===== src/rtl/soc_mmio_pkg.sv =====
// Shared definitions for the SOC MMIO responders: register offsets,
// STATUS bit positions, bus FSM states and byte-strobe helpers.
package soc_mmio_pkg;

  localparam logic [5:0] LED_OFF     = 6'h00;
  localparam logic [5:0] LED_SET_OFF = 6'h08;
  localparam logic [5:0] LED_CLR_OFF = 6'h10;
  localparam logic [5:0] LED_TGL_OFF = 6'h18;
  localparam logic [5:0] CYCLE_OFF   = 6'h20;
  localparam logic [5:0] CMP_OFF     = 6'h28;
  localparam logic [5:0] STATUS_OFF  = 6'h30;
  localparam logic [5:0] RSVD_OFF    = 6'h38;

  localparam int unsigned STATUS_MATCH_BIT  = 0;
  localparam int unsigned STATUS_IRQ_EN_BIT = 1;

  typedef enum logic {
    IDLE = 1'b0,
    RESP = 1'b1
  } state_t;

  function automatic logic [63:0] strb_mask(input logic [7:0] strb);
    logic [63:0] m;
    m = '0;
    for (int unsigned i = 0; i < 8; i++) begin
      m[i*8 +: 8] = {8{strb[i]}};
    end
    return m;
  endfunction

  // Enabled bytes take the new value, disabled bytes keep the old one.
  function automatic logic [63:0] apply_wstrb(input logic [63:0] old_val,
                                              input logic [63:0] new_val,
                                              input logic [7:0]  strb);
    logic [63:0] m;
    m = strb_mask(strb);
    return (old_val & ~m) | (new_val & m);
  endfunction

endpackage


===== src/rtl/mmio_cycle_timer.sv =====
// Free-running 64-bit cycle counter with a compare register and a sticky
// MATCH flag (hardware set beats a same-cycle software clear).
module mmio_cycle_timer
  import soc_mmio_pkg::*;
(
  input  logic        clk,
  input  logic        reset,
  input  logic        cycle_we,
  input  logic        cmp_we,
  input  logic        match_clr,
  input  logic [63:0] wdata,
  input  logic [7:0]  wstrb,
  output logic [63:0] cycle,
  output logic [63:0] cmp,
  output logic        match
);

  always_ff @(posedge clk) begin
    if (!reset) begin
      cycle <= '0;
      cmp   <= '1;
      match <= 1'b0;
    end else begin
      if (cycle_we) begin
        cycle <= apply_wstrb(cycle, wdata, wstrb);
      end else begin
        cycle <= cycle + 64'd1;
      end
      if (cmp_we) begin
        cmp <= apply_wstrb(cmp, wdata, wstrb);
      end
      if (cycle == cmp) begin
        match <= 1'b1;
      end else if (match_clr) begin
        match <= 1'b0;
      end
    end
  end

endmodule


===== src/rtl/mmio_led_responder.sv =====
// Data-side MMIO responder owning the 64-bit LED register and the cycle
// timer; one request at a time through a two-state IDLE/RESP handshake.
module mmio_led_responder
  import soc_mmio_pkg::*;
#(
  parameter logic [63:0] BASE_ADDR = 64'h0000_0000_1000_0000,
  parameter logic [63:0] LED_RESET = 64'h0
) (
  input  logic        clk,
  input  logic        reset,
  input  logic        req_valid,
  output logic        req_ready,
  input  logic        req_we,
  input  logic [63:0] req_addr,
  input  logic [63:0] req_wdata,
  input  logic [7:0]  req_wstrb,
  output logic        resp_valid,
  input  logic        resp_ready,
  output logic [63:0] resp_rdata,
  output logic        resp_err,
  output logic [63:0] LED,
  output logic        irq
);

  state_t      state;
  logic        irq_en;
  logic [5:0]  off;
  logic        addr_err;
  logic        accept;
  logic        wr_ok;
  logic [63:0] wbits;
  logic [63:0] rd_data;
  logic [63:0] cycle;
  logic [63:0] cmp;
  logic        match;

  assign off      = req_addr[5:0];
  assign addr_err = (req_addr[63:6] != BASE_ADDR[63:6]) || (req_addr[2:0] != 3'b000);
  assign accept   = req_valid && (state == IDLE);
  assign wr_ok    = accept && req_we && !addr_err;
  assign wbits    = req_wdata & strb_mask(req_wstrb);

  mmio_cycle_timer u_timer (
    .clk       (clk),
    .reset     (reset),
    .cycle_we  (wr_ok && (off == CYCLE_OFF)),
    .cmp_we    (wr_ok && (off == CMP_OFF)),
    .match_clr (wr_ok && (off == STATUS_OFF) && wbits[STATUS_MATCH_BIT]),
    .wdata     (req_wdata),
    .wstrb     (req_wstrb),
    .cycle     (cycle),
    .cmp       (cmp),
    .match     (match)
  );

  always_comb begin
    rd_data = '0;
    case (off)
      LED_OFF:    rd_data = LED;
      CYCLE_OFF:  rd_data = cycle;
      CMP_OFF:    rd_data = cmp;
      STATUS_OFF: begin
        rd_data[STATUS_MATCH_BIT]  = match;
        rd_data[STATUS_IRQ_EN_BIT] = irq_en;
      end
      default:    rd_data = '0;
    endcase
  end

  always_ff @(posedge clk) begin
    if (!reset) begin
      state      <= IDLE;
      req_ready  <= 1'b1;
      resp_valid <= 1'b0;
      resp_rdata <= '0;
      resp_err   <= 1'b0;
      LED        <= LED_RESET;
      irq_en     <= 1'b0;
      irq        <= 1'b0;
    end else begin
      irq <= match & irq_en;
      case (state)
        IDLE: begin
          if (accept) begin
            state      <= RESP;
            req_ready  <= 1'b0;
            resp_valid <= 1'b1;
            resp_err   <= addr_err;
            resp_rdata <= (addr_err || req_we) ? '0 : rd_data;
            if (wr_ok) begin
              case (off)
                LED_OFF:     LED <= apply_wstrb(LED, req_wdata, req_wstrb);
                LED_SET_OFF: LED <= LED | wbits;
                LED_CLR_OFF: LED <= LED & ~wbits;
                LED_TGL_OFF: LED <= LED ^ wbits;
                STATUS_OFF:  if (req_wstrb[0]) irq_en <= req_wdata[STATUS_IRQ_EN_BIT];
                default:     ;
              endcase
            end
          end
        end
        RESP: begin
          if (resp_ready) begin
            state      <= IDLE;
            req_ready  <= 1'b1;
            resp_valid <= 1'b0;
            resp_rdata <= '0;
            resp_err   <= 1'b0;
          end
        end
        default: state <= IDLE;
      endcase
    end
  end

endmodule

===== config.mk =====
export PLATFORM = sky130hd
export DESIGN_NAME = mmio_led_responder
export DESIGN_NICKNAME = d
export VERILOG_FILES = /design/src/rtl/soc_mmio_pkg.sv /design/src/rtl/mmio_cycle_timer.sv /design/src/rtl/mmio_led_responder.sv
export SDC_FILE = /design/constraint.sdc
export NUM_CORES = 1
export LEC_CHECK = 0
export CORE_UTILIZATION = 40
export DETAILED_ROUTE_END_ITERATION = 10
export SLEW_MARGIN = 15
export SYNTH_ARGS = -nofsm -noshare
export SYNTH_HDL_FRONTEND = slang
export SYNTH_HIERARCHICAL = 1
export SYNTH_SLANG_ARGS = --single-unit

===== constraint.sdc =====
create_clock -name clk -period 8.7 [get_ports clk]
set_input_delay 1.74 -clock clk [delete_from_list [all_inputs] [get_ports clk]]
set_output_delay 1.74 -clock clk [all_outputs]
set_load 0.03 [all_outputs]

==> metrics.txt <==
WS Path Type in -> reg; first-pass GRT wire length around 89 mm; post-DR vias/cell between 5 and 6; Initial Util 0.407; clk buf depth 3; Cell variety after synth 66; top post-synthesis cells by area dfxtp_1 (33%), nand2_1 (11%), ha_1 (5.2%), a21oi_1 (5.0%), mux2i_1 (5.0%); Final Hold Vio Count 0; Antenna Violating Nets Remaining 0; Overflow after GRT 0; crit path buf inv count 3; Core ar. 38700 um^2; mapped cell area 15800 um^2; clock transition at the registers of the reported paths 0.05 ns; Post-CTS Hold Fix Bufs 0; Worst EP required 9.11 ns; Slew Limit Fails 0; Mapped Cells 2100; DP HPWL between 30 and 40 mm; Worst Skew 0.0221 ns; Primary FF master, synth dfxtp_1; growth of design area from synthesis to finish 25.4%; post-CTS setup buffer count 0; R2R cell count 10; mean area per synthesized cell around 7.5 um^2; Clk Latency, worst-skew pair between 0.5 and 0.6 ns; H-tree depth reported by CTS 2; Setup TNS 0 ns; register bit total from synthesis 263; Slew Limit Headroom 0.286; CTS tree built; Met3 Routed Length 2.91 mm; CTS buffer count 34; largest net degree at the start of global routing 97; DRC 0; endpoints failing setup 0; commonest cells after routing, fill and taps aside nand2_1 (442), clkdlybuf4s50_1 (270), dfxtp_1 (263); Layout fillers about 3800; Yosys warnings 6; Least-Margin Pin Slew roughly 1.1 ns; commonest non-fill, non-tap cell in the layout nand2_1; routability cong. 0.896; gr usage total 0.270; row cnt 72; max incr delay on CP ~0.56 ns; Leakage Power 7.17 nW; DIE AREA around 40000 um^2; Final min period 5.19 ns; DR top layer met5; EDFF count, synth 0; Levels on crit path 12; Via Count about 16000; Worst setup EP type register; WHS Path Cells 2; Arrival @ worst endpoint 5.60 ns; PortBufs approximately 270; Root Driver clkbuf_16; routed length per instance between 20 and 25 um; drt pass-1 iters 6; number of antenna violations at the first check in global routing 1; asr flop ratio synth 0; post-synth top area share 0.334; Critical Path Slowest Stage Cell inv_1; Yosys top cell by area dfxtp_1; # clock sinks approximately 260; unrepaired setup endpoints after global routing no; vias in the first global route about 16000; power per standard cell area roughly 150 nW/um^2; met2 WL 26.9 mm; Crit Path Max Fanout 55; Detailed Route WL approximately 56 mm; Ant. Diodes 0; utilization after layout 0.511; worst vdd ir roughly 0.00010 V; syn nets 2306; crit-path cells clkdlybuf4s50_1 > nor4_1 > nand4_1 > nor4_2 > nand3_1 > nor3_2 > buf_4 > inv_1 > nand2_1 > nor2_1 > a2bb2o_1 > a21o_1; Max-Cap Viols 0; post-CTS resize count 0; initial DRC count about 1400; crit share post-route 0.596; status completed; Fmax slightly below 0.2 GHz; Critical Path Start Type primary input; die width roughly 200 um; Die Y 201 um; Met1 Wirelength 25.2 mm; sequential fraction of the synthesis area 0.334; Final Power around 2.9 mW; share of cells above drive strength 1 0.0491; CP top delay family simple AND/OR/NAND/NOR gates; Nets 2463; I/O pins 273; HP Class reg -> reg
cell usage after synthesis (3+ instances only):
cell type / n
a211oi_1: 4
a21boi_0: 14
a21oi_1: 159
a221o_1: 65
a31oi_1: 6
and2_1: 13
and3_1: 13
and4_1: 9
buf_1: 17
buf_2: 12
clkbuf_1: 145
dfxtp_1: 263
ha_1: 65
inv_1: 13
mux2_2: 11
mux2i_1: 78
nand2_1: 442
nand2b_1: 4
nand3_1: 116
nand4_1: 103
nor2_1: 95
nor2b_1: 5
nor3_1: 16
nor3_2: 3
nor3b_1: 4
nor4_1: 26
o211a_1: 5
o211ai_1: 13
o21a_1: 11
o21ai_0: 155
o21ai_1: 64
o22ai_1: 11
or2_2: 4
or3_1: 6
or4_1: 4
or4b_1: 3
xnor2_1: 77
xor2_1: 10
worst paths after layout:
kind | start | endpoint | slack, ns
max | req_addr[8] | register | 3.51
min | resp_rdata[52] | resp_rdata[52] | 0.44
max reg2reg | state | register | 5.38
min reg2reg | resp_rdata[52] | resp_rdata[52] | 0.44
worst register-to-register path: cells and delay by family, from the launching register on:
kind	cells	cell delay [ns]
compound gates	2	0.41
simple gates	5	1.22
buf+inv	3	1.22
flops	1	0.39
metal layers:
metal / track usage / vias up
met3: 0.0317 / 87
met1: 0.363 / 7947
met2: 0.458 / 499
met4: 0.0706 / 2
li1: - / 7867
met5: 0 / -
logic make-up (layout without fill, tap and decap cells):
kind of cell | count (synthesis) | after routing | share of synthesized area
compound gates | 528 | 528 | 0.203
xor+xnor | 87 | 87 | 0.0483
fa+ha+maj | 65 | 65 | 0.0516
buf+inv | 190 | 369 | 0.0463
flops | 263 | 263 | 0.334
mux | 89 | 89 | 0.0574
simple gates | 878 | 878 | 0.260
final cells by class:
class | instances | area, um^2 | area share
Timing Repair Buffer | 296 | 2900 | 0.147
Sequential cell | 263 | 5270 | 0.266
Multi-Input combinational cell | 1647 | 9830 | 0.497
Inverter | 15 | 56.3 | 0.00285
Clock inverter | 8 | 72.6 | 0.00367
Tap cell | 518 | 648 | 0.0328
Clock buffer | 50 | 1010 | 0.0512
where the power goes:
part | switching, mW | internal, mW | leakage, nW
registers | 0.00301 | 1.21 | 2.12
clock network | 0.560 | 0.835 | 0.540
logic | 0.148 | 0.118 | 4.51
total | 0.711 | 2.16 | 7.17
through the flow:
stage,worst slack [ns],area (um^2),instances,hold slack (ns)
2_1_floorplan,4.22,15800,2100,0.458
3_3_place_gp,3.05,18700,2739,0.437
3_5_place_dp,2.97,18700,2739,0.440
4_1_cts,3.50,19800,2797,0.448
5_1_grt,3.12,19800,2797,0.462
6_report,3.51,19800,2797,0.444
Power figures use the tool's default switching activity.
